===== src/rtl/hc595_chain_tx.sv =====
// Serial driver for a daisy-chain of 74HC595s: one frame per handshake,
// shifted on ds/shcp at a programmable rate and committed with one stcp pulse.
module hc595_chain_tx #(
    parameter int N_REG     = 2,
    parameter int DIV       = 2,
    parameter bit LSB_FIRST = 1'b0
) (
    input  logic               sclk,
    input  logic               rst,
    input  logic [8*N_REG-1:0] din,
    input  logic               din_valid,
    output logic               din_ready,
    input  logic               enable,
    output logic               ds,
    output logic               shcp,
    output logic               stcp,
    output logic               oe,
    output logic               busy,
    output logic               done
);
    localparam int W  = 8 * N_REG;
    localparam int PW = (DIV > 1) ? $clog2(DIV) : 1;
    localparam int BW = $clog2(W);

    localparam logic [PW-1:0] PH_END  = PW'(DIV - 1);
    localparam logic [PW-1:0] PH_PRE  = PW'((DIV > 1) ? DIV - 2 : 0);
    localparam logic [BW-1:0] BIT_END = BW'(W - 1);

    typedef enum logic [2:0] {
        IDLE,
        SHIFT_LO,
        SHIFT_HI,
        LATCH_HI,
        LATCH_LO
    } state_t;

    state_t        state_q;
    logic [PW-1:0] ph_q;
    logic [BW-1:0] bit_q;
    logic [W-1:0]  sr_q;
    logic          ds_q;
    logic          shcp_q;
    logic          stcp_q;
    logic          oe_q;
    logic          busy_q;
    logic          done_q;
    logic          rdy_q;
    logic          latched_q;

    logic [W-1:0]  sr_nxt;
    logic          ph_end;

    function automatic logic head(input logic [W-1:0] v);
        return LSB_FIRST ? v[0] : v[W-1];
    endfunction

    assign sr_nxt = LSB_FIRST ? (sr_q >> 1) : (sr_q << 1);
    assign ph_end = (ph_q == PH_END);

    // The final stcp-low cycle doubles as the IDLE/done cycle, so a frame
    // waiting on din_valid is taken there and frames run with no gap.
    always_ff @(posedge sclk) begin
        if (rst) begin
            state_q   <= IDLE;
            ph_q      <= '0;
            bit_q     <= '0;
            sr_q      <= '0;
            ds_q      <= 1'b0;
            shcp_q    <= 1'b0;
            stcp_q    <= 1'b0;
            oe_q      <= 1'b1;
            busy_q    <= 1'b0;
            done_q    <= 1'b0;
            rdy_q     <= 1'b0;
            latched_q <= 1'b0;
        end else begin
            done_q <= 1'b0;
            oe_q   <= ~(enable & latched_q);
            ph_q   <= ph_end ? '0 : ph_q + 1'b1;
            unique case (state_q)
                IDLE: begin
                    ph_q   <= '0;
                    rdy_q  <= 1'b1;
                    busy_q <= 1'b0;
                    if (din_valid && rdy_q) begin
                        sr_q    <= din;
                        ds_q    <= head(din);
                        bit_q   <= '0;
                        state_q <= SHIFT_LO;
                        busy_q  <= 1'b1;
                        rdy_q   <= 1'b0;
                    end
                end
                SHIFT_LO: begin
                    if (ph_end) begin
                        state_q <= SHIFT_HI;
                        shcp_q  <= 1'b1;
                    end
                end
                SHIFT_HI: begin
                    if (ph_end) begin
                        shcp_q <= 1'b0;
                        if (bit_q == BIT_END) begin
                            state_q <= LATCH_HI;
                            stcp_q  <= 1'b1;
                        end else begin
                            bit_q   <= bit_q + 1'b1;
                            sr_q    <= sr_nxt;
                            ds_q    <= head(sr_nxt);
                            state_q <= SHIFT_LO;
                        end
                    end
                end
                LATCH_HI: begin
                    if (ph_end) begin
                        stcp_q <= 1'b0;
                        if (DIV == 1) begin
                            state_q   <= IDLE;
                            done_q    <= 1'b1;
                            latched_q <= 1'b1;
                            busy_q    <= 1'b0;
                            rdy_q     <= 1'b1;
                        end else begin
                            state_q <= LATCH_LO;
                        end
                    end
                end
                LATCH_LO: begin
                    if (ph_q == PH_PRE) begin
                        state_q   <= IDLE;
                        done_q    <= 1'b1;
                        latched_q <= 1'b1;
                        busy_q    <= 1'b0;
                        rdy_q     <= 1'b1;
                    end
                end
                default: state_q <= IDLE;
            endcase
        end
    end

    assign din_ready = rdy_q;
    assign ds        = ds_q;
    assign shcp      = shcp_q;
    assign stcp      = stcp_q;
    assign oe        = oe_q;
    assign busy      = busy_q;
    assign done      = done_q;

endmodule


===== config.mk =====
export PLATFORM = sky130hd
export DESIGN_NAME = hc595_chain_tx
export DESIGN_NICKNAME = d
export VERILOG_FILES = /design/src/rtl/hc595_chain_tx.sv
export SDC_FILE = /design/constraint.sdc
export NUM_CORES = 1
export LEC_CHECK = 0
export ABC_AREA = 1
export BUFFER_PORTS_ARGS = -buffer_cell sky130_fd_sc_hd__buf_2
export CAP_MARGIN = 20
export CORE_MARGIN = 2
export CORE_UTILIZATION = 55
export CTS_CLUSTER_DIAMETER = 200
export DETAILED_ROUTE_END_ITERATION = 10
export PLACE_DENSITY_LB_ADDON = 0.05
export RECOVER_POWER = 25
export SKIP_CTS_REPAIR_TIMING = 1
export SYNTH_ARGS = -nofsm -noshare
export SYNTH_HDL_FRONTEND = slang
export SYNTH_SLANG_ARGS = --single-unit
export TNS_END_PERCENT = 100

===== constraint.sdc =====
create_clock -name sclk -period 3.3 [get_ports sclk]
set_input_delay 0.33 -clock sclk [delete_from_list [all_inputs] [get_ports sclk]]
set_output_delay 0.33 -clock sclk [all_outputs]
set_load 0.02 [all_outputs]

==> metrics.yaml, run 1 <==
power_and_ir_drop:
  peakVddDrop_v: 0.000480
  clkPwrFrac: 0.181
  p_comb_frac: 0.432
  pwr-share-seq: 0.387
  intPower_uw: 803
  p_leak_nw: 0.936
  switching_share: 0.428
  switching_power_uw: 602
  power_density_nw_per_um2: 804
grt:
  grt_max_degree: 35
  antenna_found_initial: 0
  overflow: 0
  grt_pass1_wl_um: 5180
  first_global_vias: 1196
  grt.total_usage: 0.201
synthesis:
  yosysTopAreaCell: "dfxtp_1"
  ys_seq_area_frac: 0.391
  syn_nets: 275
  syn_avg_cell_area_um2: 6.24
  ys_warn_count: 0
  ys_top_cells_by_count: "nand2_1 (98), nor2_1 (48), dfxtp_1 (31)"
  synth.distinct_cells: 24
  ys_ff_latch: 31
  synth_area_leaders: "dfxtp_1 (39%), nand2_1 (23%), nor2_1 (11%), inv_1 (6.4%), nand3_1 (3.2%)"
  synth_flop_cell: "dfxtp_1"
  synth-edff-count: 0
  netlist_area_um2: 1590
  netlist.area_leader.share: 0.391
  yosysMostFrequentCell: "nand2_1"
  syn_inst: 254
  synthArstFlopShare: 0
detailed_routing:
  first_pass_iters: 4
  via_per_inst: 4.71
  postRouteAntennaNets: 0
  drc: 0
  detail_route.iter0.violations: 83
  avgRoutedWirePerCell_um: 9.51
  num_vias: 1461
  drt_wl_total_um: 2950
setup_path:
  cp-start-kind: "register"
  path_buf_inv: 1
  crit_top_cell: "nand2_1"
  critPathArrivalTime_ns: 2.01
  path_class: "register to register"
  crit_chain: "inv_1 > nand3_2 > nand2_2 > nor2_4 > nand2_1 > nand2_1 > nor2_1"
  cp_top_family: "simple AND/OR/NAND/NOR gates"
  slowest_stage: "nor2_4"
  critPathRequiredTime_ns: 3.54
  crit_path_end_kind: "register"
  path_max_fanout: 34
  cpPeakStageDelay_ns: 0.55
cells_and_area:
  largestRegisters: "sr_q (15), bit_q (4), state_q (3)"
  multi_input_area_um2: 785
  largest_reg_flops: 15
  stdcell_count: 310
  area_growth_pct: 10.3
  fill_cells: 276
  final_layout_size_suffix_gt1_frac: 0.118
  regMostFlops: "sr_q"
  register_area_um2: 621
  finalNetCount: 299
  antenna_cells: 0
floorplanning:
  core_um2: 2760
  die_h_um: 57.7
  start_util: 0.575
  die_w_um: 57.7
  dieArea_um2: 3330
  num_rows: 19
  pin_count: 27
sta:
  worst_clock_skew_ns: 0.00374
  tightestPinTransition_ns: 0.695
  fmax_mhz: 563
  drv_slew: 0
  maxSlewHeadroom: 0.534
  hold_violations: 0
  rsz0062_at_grt: "false"
  finalWorstPathRequiredPeriod_ns: 1.78
  fin_crit_sh: 0.538
  finalSetupViolCount: 0
  setup_tns_ns: 0
  hold_slack_ns: 0.181
status:
  status: "finished, final reports clean"
clock_tree:
  clkLatencyLatePin_ns: 0.33
  cts_root_buf: "clkbuf_4"
  cts_tree: "yes"
  cts-buffers-inserted: 5
  ctsLongestPathBuffers: 2
  clk_pin_slew_worst_paths_ns: 0.09
  cts.sinks: 31
  htree_levels: 2
min_path:
  worstHoldPathType: "primary input to register"
placement:
  dp_cells: 302
  io_buffers: 26
  hpwl_um: 1970
  gp_congestion: 0.846
run:
  cap_viol_max_count: 0
==> per-layer routing <==
| metal | track usage | vias up | routed length, um |
|---|---|---|---|
| li1 | - | 818 | - |
| met1 | 0.283 | 606 | 1510 |
| met2 | 0.287 | 35 | 1270 |
| met3 | 0.0670 | 2 | 146 |
| met4 | 0.0698 | 0 | 20 |
| met5 | 0 | - | 0 |
==> cells by family after synthesis <==
kind of cell / count (synthesis) / share of synthesized area
buffers and inverters: 39 / 0.114
xor gates and xnor gates: 1 / 0.00553
adders and majority gates: 1 / 0.00789
AOI/OAI and AO/OA: 11 / 0.0395
DFF: 31 / 0.391
and+or+nand+nor: 171 / 0.442
==> cell type report <==
class | instances | area share
inverters | 30 | 0.0644
well taps | 31 | 0.0222
repair buffers | 26 | 0.0702
clock buffers | 8 | 0.0394
multi-input cells | 184 | 0.449
flip-flops and latches | 31 | 0.355
==> stage by stage <==
stage	total power [mW]	instance area (um^2)	worst slack, ns	util
floorplan	1.10	1590	2.00	-
global placement	1.16	1690	1.56	0.612
detailed placement	1.16	1690	1.57	0.612
CTS	1.42	1760	1.55	0.637
global route	1.55	1750	1.27	0.634
finish	1.41	1750	1.52	0.634
==> worst paths after layout <==
path | from | cells past startpoint | slack, ns | end
worst max-delay path | state_q[1] | 7 | 1.52 | bit_q[3]
worst min-delay path | enable | 2 | 0.18 | oe
worst max register to register | state_q[1] | 7 | 1.52 | bit_q[3]
worst min register to register | latched_q | 1 | 0.42 | oe
==> cell usage in the layout (no fill, tap or decap), drive strengths merged <==
master	count
nand2	100
nor2	50
dfxtp	31
inv	29
buf	20
clkbuf	14
nand3	11
a21oi	5
nand4	4
nor3	4
o21ai	4
clkinv	1
and2	1
o211a	1
o21bai	1
xnor2	1
or2	1
ha	1
==> power by group through the flow <==
stage	combinational (mW)	sequential [mW]	clock, mW
floorplan	0.547	0.555	0
global placement	0.608	0.551	0
detailed placement	0.611	0.553	0
CTS	0.615	0.543	0.258
global route	0.712	0.557	0.279
finish	0.607	0.544	0.254
(Power assumes the default switching activity.)
==> inputs of run 2 (changes only) <==
Settings changed: CORE_UTILIZATION 55 to 49.
Clock period 3.3 ns to 1.5 ns, I/O delays scaled along.
==> run 2 against run 1 <==
Combinational power grew to 2.6 times the previous value. Sequential power grew 120%. First-iteration DRC count shrank 41%. Sequential share of layout area shrank 2.0 points. Utilization shrank 3.1 points. Maximum frequency grew 33%. Critical path type unchanged. Largest power group unchanged.
==> metrics.yaml, run 2 (same netlist as run 1, synthesis figures left out) <==
sta:
  drv_slew: 0  # unchanged
  worst_clock_skew_ns: 0.00483  # +0.00109 ns
  setup_tns_ns: 0  # unchanged
  tightestPinTransition_ns: 0.259  # -0.437 ns
  fmax_mhz: 746  # +33%
  maxSlewHeadroom: 0.828  # +0.295
  hold_slack_ns: 0.0110  # -0.170 ns
  fin_crit_sh: 0.894  # +0.355
  finalWorstPathRequiredPeriod_ns: 1.34  # -0.436 ns
  rsz0062_at_grt: "false"
  hold_violations: 0  # unchanged
  finalSetupViolCount: 0  # unchanged
detailed_routing:
  avgRoutedWirePerCell_um: 9.01  # -5.3%
  detail_route.iter0.violations: 49  # -41%
  num_vias: 1449  # -0.82%
  first_pass_iters: 4  # unchanged
  drc: 0  # unchanged
  postRouteAntennaNets: 0  # unchanged
  via_per_inst: 4.35  # -7.7%
  drt_wl_total_um: 3000  # +1.8%
setup_path:
  path_max_fanout: 34  # unchanged
  path_class: "register to register"
  slowest_stage: "dfxtp_2"
  crit_start: "bit_q[0]"
  critPathArrivalTime_ns: 1.60  # -0.41 ns
  crit_top_cell: "nand2_1"
  cp-start-kind: "register"
  rr_startpoint: "bit_q[0]"
  critPathRequiredTime_ns: 1.76  # -1.78 ns
  crit_chain: "ha_1 > nand3_1 > o21ai_2 > nor2_4 > buf_12 > nand2_1 > nand2_1 > nor2_1"
  crit_path_end_kind: "register"
  cpPeakStageDelay_ns: 0.36  # -0.19 ns
floorplanning:
  die_w_um: 60.9  # +5.5%
  start_util: 0.515  # -0.0598
  num_rows: 20  # +1
  pin_count: 27  # unchanged
  dieArea_um2: 3710  # +11%
  die_h_um: 60.9  # +5.5%
  core_um2: 3080  # +12%
clock_tree:
  cts-buffers-inserted: 5  # unchanged
  cts_tree: "yes"
  htree_levels: 2  # unchanged
  ctsLongestPathBuffers: 2  # unchanged
  cts.sinks: 31  # unchanged
  clk_pin_slew_worst_paths_ns: 0.09  # about the same
  clkLatencyLatePin_ns: 0.33  # about the same
  cts_root_buf: "clkbuf_4"
cells_and_area:
  fill_cells: 318  # +15%
  final_layout_size_suffix_gt1_frac: 0.159  # +0.0409
  largest_reg_flops: 15  # unchanged
  regMostFlops: "sr_q"
  final_cell_mix: "nand2_1 (98), nor2_1 (48), dfxtp_1 (30)"
  finalNetCount: 311  # +4.0%
  final_area_um2: 1850  # +6.1%
  largestRegisters: "sr_q (15), bit_q (4), state_q (3)"
  stdcell_count: 333  # +7.4%
  area_growth_pct: 17.0
  antenna_cells: 0  # unchanged
  register_area_um2: 622  # +0.20%
  mostFrequentLayoutCell: "nand2_1"
  multi_input_area_um2: 788  # +0.48%
grt:
  grt.total_usage: 0.190  # -0.0109
  first_global_vias: 1201  # +0.42%
  grt_pass1_wl_um: 5180  # unchanged
  grt_max_degree: 35  # unchanged
  antenna_found_initial: 0  # unchanged
  overflow: 0  # unchanged
status:
  status: "finished, final reports clean"
placement:
  hpwl_um: 2040  # +3.6%
  gp_congestion: 0.763  # -9.8%
  io_buffers: 26  # unchanged
  dp_cells: 326  # +7.9%
  placed_area_um2: 1810  # +7.3%
power_and_ir_drop:
  p_leak_nw: 0.988  # +5.6%
  power_density_nw_per_um2: 1700  # +110%
  peakVddDrop_v: 0.000794  # +65%
min_path:
  holdCritStartpoint: "enable"
  worstHoldPathType: "primary input to register"
run:
  cap_viol_max_count: 0  # unchanged
run 2: cell types whose count changed in the layout (fill, tap and decap cells not counted):
cell | before | now
buf_4 | 0 | 9
buf_12 | 0 | 2
dfxtp_1 | 31 | 30
dfxtp_2 | 0 | 1
inv_2 | 1 | 2
clkbuf_8 | 2 | 0
inv_1 | 28 | 27
o21ai_2 | 0 | 1
o21ai_1 | 1 | 0
buf_2 | 20 | 21
run 2: cell type report:
class                      count  share of cell area
multi-input combinational    184               0.425
sequential                    31               0.335
timing repair buffer          38               0.127
inverter                      30              0.0607
tap                           44              0.0297
clock buffer                   6              0.0223
run 2: worst paths after layout:
check                                end  slack (ns)  cells after the start
worst max-delay path            bit_q[0]        0.16                      8
worst min register to register        oe        0.42                      1
worst max register to register  bit_q[0]        0.16                      8
worst min-delay path                  oe        0.01                      2
run 2: routing by layer:
layer / vias up / track usage / wire (um)
met5: - / 0 / 0
met4: 0 / 0.0745 / 52
met3: 7 / 0.0640 / 122
met2: 24 / 0.281 / 1210
met1: 585 / 0.255 / 1620
li1: 833 / - / -
run 2: worst max-delay path, delay by kind of cell, from the launching register on:
kind,cells,cell delay [ns]
adder cells (fa/ha/maj),1,0.19
flip-flops,1,0.36
AND/OR/NAND/NOR,5,0.38
buffers and inverters,1,0.16
AO/OA/AOI/OAI,1,0.19
run 2: per-stage QoR:
step	setup WS [ns]	util	power, mW
6_report	0.159	0.602	3.16
5_1_grt	0.00859	0.602	3.51
4_1_cts	0.0721	0.602	3.18
3_5_place_dp	0.0886	0.588	2.75
3_3_place_gp	0.135	0.588	2.74
2_1_floorplan	0.195	-	2.42
run 2: where the power goes:
part	leakage, nW	internal [mW]	total [mW]	switching, mW
logic	0.708	0.614	1.56	0.946
clock network	0.0242	0.166	0.425	0.259
registers	0.255	1.05	1.17	0.124
==> inputs of run 3 (changes only) <==
Settings changed: CORE_UTILIZATION 49 to 55.
Clock period 1.5 ns to 1.6 ns, I/O delays scaled along.
==> run 3 against run 2 <==
Worst setup slack improved by 0.030 ns. First-iteration DRC count rose by 51%. Clock skew rose by 0.0020 ns. Total power fell by 9.4%. Cell count fell by 6.3%. Die area fell by 10%. Critical path type unchanged. Highest routed layer unchanged.
==> metrics.yaml, run 3 (same netlist as run 1, synthesis figures left out) <==
status:
  status: "finished, final reports clean"
power_and_ir_drop:
  clkPwrFrac: 0.136  # about the same
  intPower_mw: 1.63  # -11%
  switching_power_mw: 1.23  # -7.6%
  power_density_nw_per_um2: 1620  # -4.8%
  peakVddDrop_v: 0.00102  # +28%
  pwr-share-seq: 0.391  # +0.019
  total_power_mw: 2.86  # -9.4%
  p_comb_frac: 0.473  # -0.021
  p_leak_nw: 0.944  # -4.4%
  switching_share: 0.429  # +0.00852
detailed_routing:
  detail_route.iter0.violations: 74  # +51%
  postRouteAntennaNets: 0  # unchanged
  avgRoutedWirePerCell_um: 9.38  # +4.1%
  drt_wl_total_um: 2930  # -2.4%
  drc: 0  # unchanged
  via_per_inst: 4.68  # +7.5%
  num_vias: 1459  # +0.69%
  first_pass_iters: 4  # unchanged
clock_tree:
  cts.sinks: 31  # unchanged
  ctsLongestPathBuffers: 2  # unchanged
  cts_tree: "yes"
  htree_levels: 2  # unchanged
  cts-buffers-inserted: 5  # unchanged
  clk_pin_slew_worst_paths_ns: 0.09  # about the same
  cts_root_buf: "clkbuf_4"
  clkLatencyLatePin_ns: 0.32  # about the same
grt:
  overflow: 0  # unchanged
  grt_max_degree: 35  # unchanged
  antenna_found_initial: 0  # unchanged
  first_global_vias: 1201  # unchanged
  grt.total_usage: 0.201  # +0.0114
  grt_pass1_wl_um: 5150  # -0.66%
setup_path:
  crit_path_end_kind: "register"
  r2r_end: "sr_q[14]"
  critPathArrivalTime_ns: 1.67  # +0.07 ns
  crit_start: "state_q[2]"
  cp-start-kind: "register"
  rr_startpoint: "state_q[2]"
  path_max_fanout: 18  # -47%
  path_class: "register to register"
  crit_end: "sr_q[14]"
  reg2regPathDepth: 9  # +1
  crit_top_cell: "nand2_1"
  critPathRequiredTime_ns: 1.86  # +0.10 ns
  crit_chain: "nor2_4 > nand2_2 > inv_2 > nand2_1 > nand2_1 > inv_1 > nand2_1 > nand2_1 > nor2_1"
  slowest_stage: "dfxtp_1"
  cpPeakStageDelay_ns: 0.39  # +0.03 ns
  ff2ff_setup_slack_ns: 0.19  # +0.03 ns
floorplanning:
  start_util: 0.575  # +0.0598
  core_um2: 2760  # -10%
  dieArea_um2: 3330  # -10%
  pin_count: 27  # unchanged
  die_w_um: 57.7  # -5.2%
  num_rows: 19  # -5.0%
  die_h_um: 57.7  # -5.2%
min_path:
  hold_depth: 2  # unchanged
  worstHoldPathType: "primary input to register"
  holdCritStartpoint: "enable"
cells_and_area:
  mostFrequentLayoutCell: "nand2_1"
  largestRegisters: "sr_q (15), bit_q (4), state_q (3)"
  area_growth_pct: 11.3
  antenna_cells: 0  # unchanged
  finalNetCount: 303  # -2.6%
  final_layout_size_suffix_gt1_frac: 0.132  # -0.0275
  regMostFlops: "sr_q"
  final_cell_mix: "nand2_1 (98), nor2_1 (48), dfxtp_1 (31)"
  largest_reg_flops: 15  # unchanged
sta:
  setup_tns_ns: 0  # unchanged
  rsz0062_at_grt: "false"
  hold_violations: 0  # unchanged
  fmax_mhz: 709  # -4.9%
  finalWorstPathRequiredPeriod_ns: 1.41  # +0.0697 ns
  fin_crit_sh: 0.882  # -0.0123
  maxSlewHeadroom: 0.778  # -0.0509
  tightestPinTransition_ns: 0.333  # +0.0747 ns
  worst_clock_skew_ns: 0.00679  # +0.00196 ns
  finalSetupViolCount: 0  # unchanged
  layout_setup_ws_ns: 0.190  # +0.0303 ns
  drv_slew: 0  # unchanged
placement:
  pre_cts_ws_ns: 0.158  # +0.0698 ns
  hpwl_um: 2010  # -1.2%
  gp_congestion: 0.790  # +3.6%
  io_buffers: 26  # unchanged
run:
  cap_viol_max_count: 0  # unchanged
-- run 3: changes by cell type in the layout (fill, tap and decap cells not counted), sizes merged --
cell  change
buf       -8
-- run 3: worst min-delay path by stage --
stage	end
final	oe
after global routing	oe
after CTS	oe
after detailed placement	oe
after global placement	oe
after floorplan	bit_q[2]
-- run 3: metal layers --
| layer | GRT usage | part of all wire | up-vias |
|---|---|---|---|
| li1 | - | - | 821 |
| met1 | 0.285 | 0.52 | 608 |
| met2 | 0.286 | 0.42 | 23 |
| met3 | 0.0491 | 0.040 | 7 |
| met4 | 0.0997 | 0.015 | 0 |
| met5 | 0 | 0 | - |
-- run 3: per-stage QoR --
step	utilization	std cells	hold WS (ns)	area (um^2)
floorplan	-	254	0.229	1590
global placement	0.627	306	0.355	1730
detailed placement	0.627	306	0.361	1730
CTS	0.642	312	0.0221	1770
global route	0.640	312	0.0178	1760
finish	0.640	312	0.0347	1760
-- run 3: power groups by stage --
stage,Clock (mW),Combinational [mW],Sequential (mW)
after floorplan,0,1.13,1.14
after global placement,0,1.35,1.13
after detailed placement,0,1.37,1.13
after CTS,0.408,1.37,1.12
after global routing,0.455,1.60,1.15
final,0.389,1.35,1.12
-- run 3: final cells by class --
cell class,count,area (um^2)
Clock buffer,6,41.3
Fill cell,287,993
Inverter,30,113
Multi-Input combinational cell,184,788
Sequential cell,31,621
Tap cell,31,38.8
Timing Repair Buffer,30,163
-- run 3: critical path, delay by kind of cell, from the launching register on --
family / cells / cell delay (ns)
DFF: 1 / 0.39
and+or+nand+nor: 7 / 0.64
buffers and inverters: 2 / 0.30
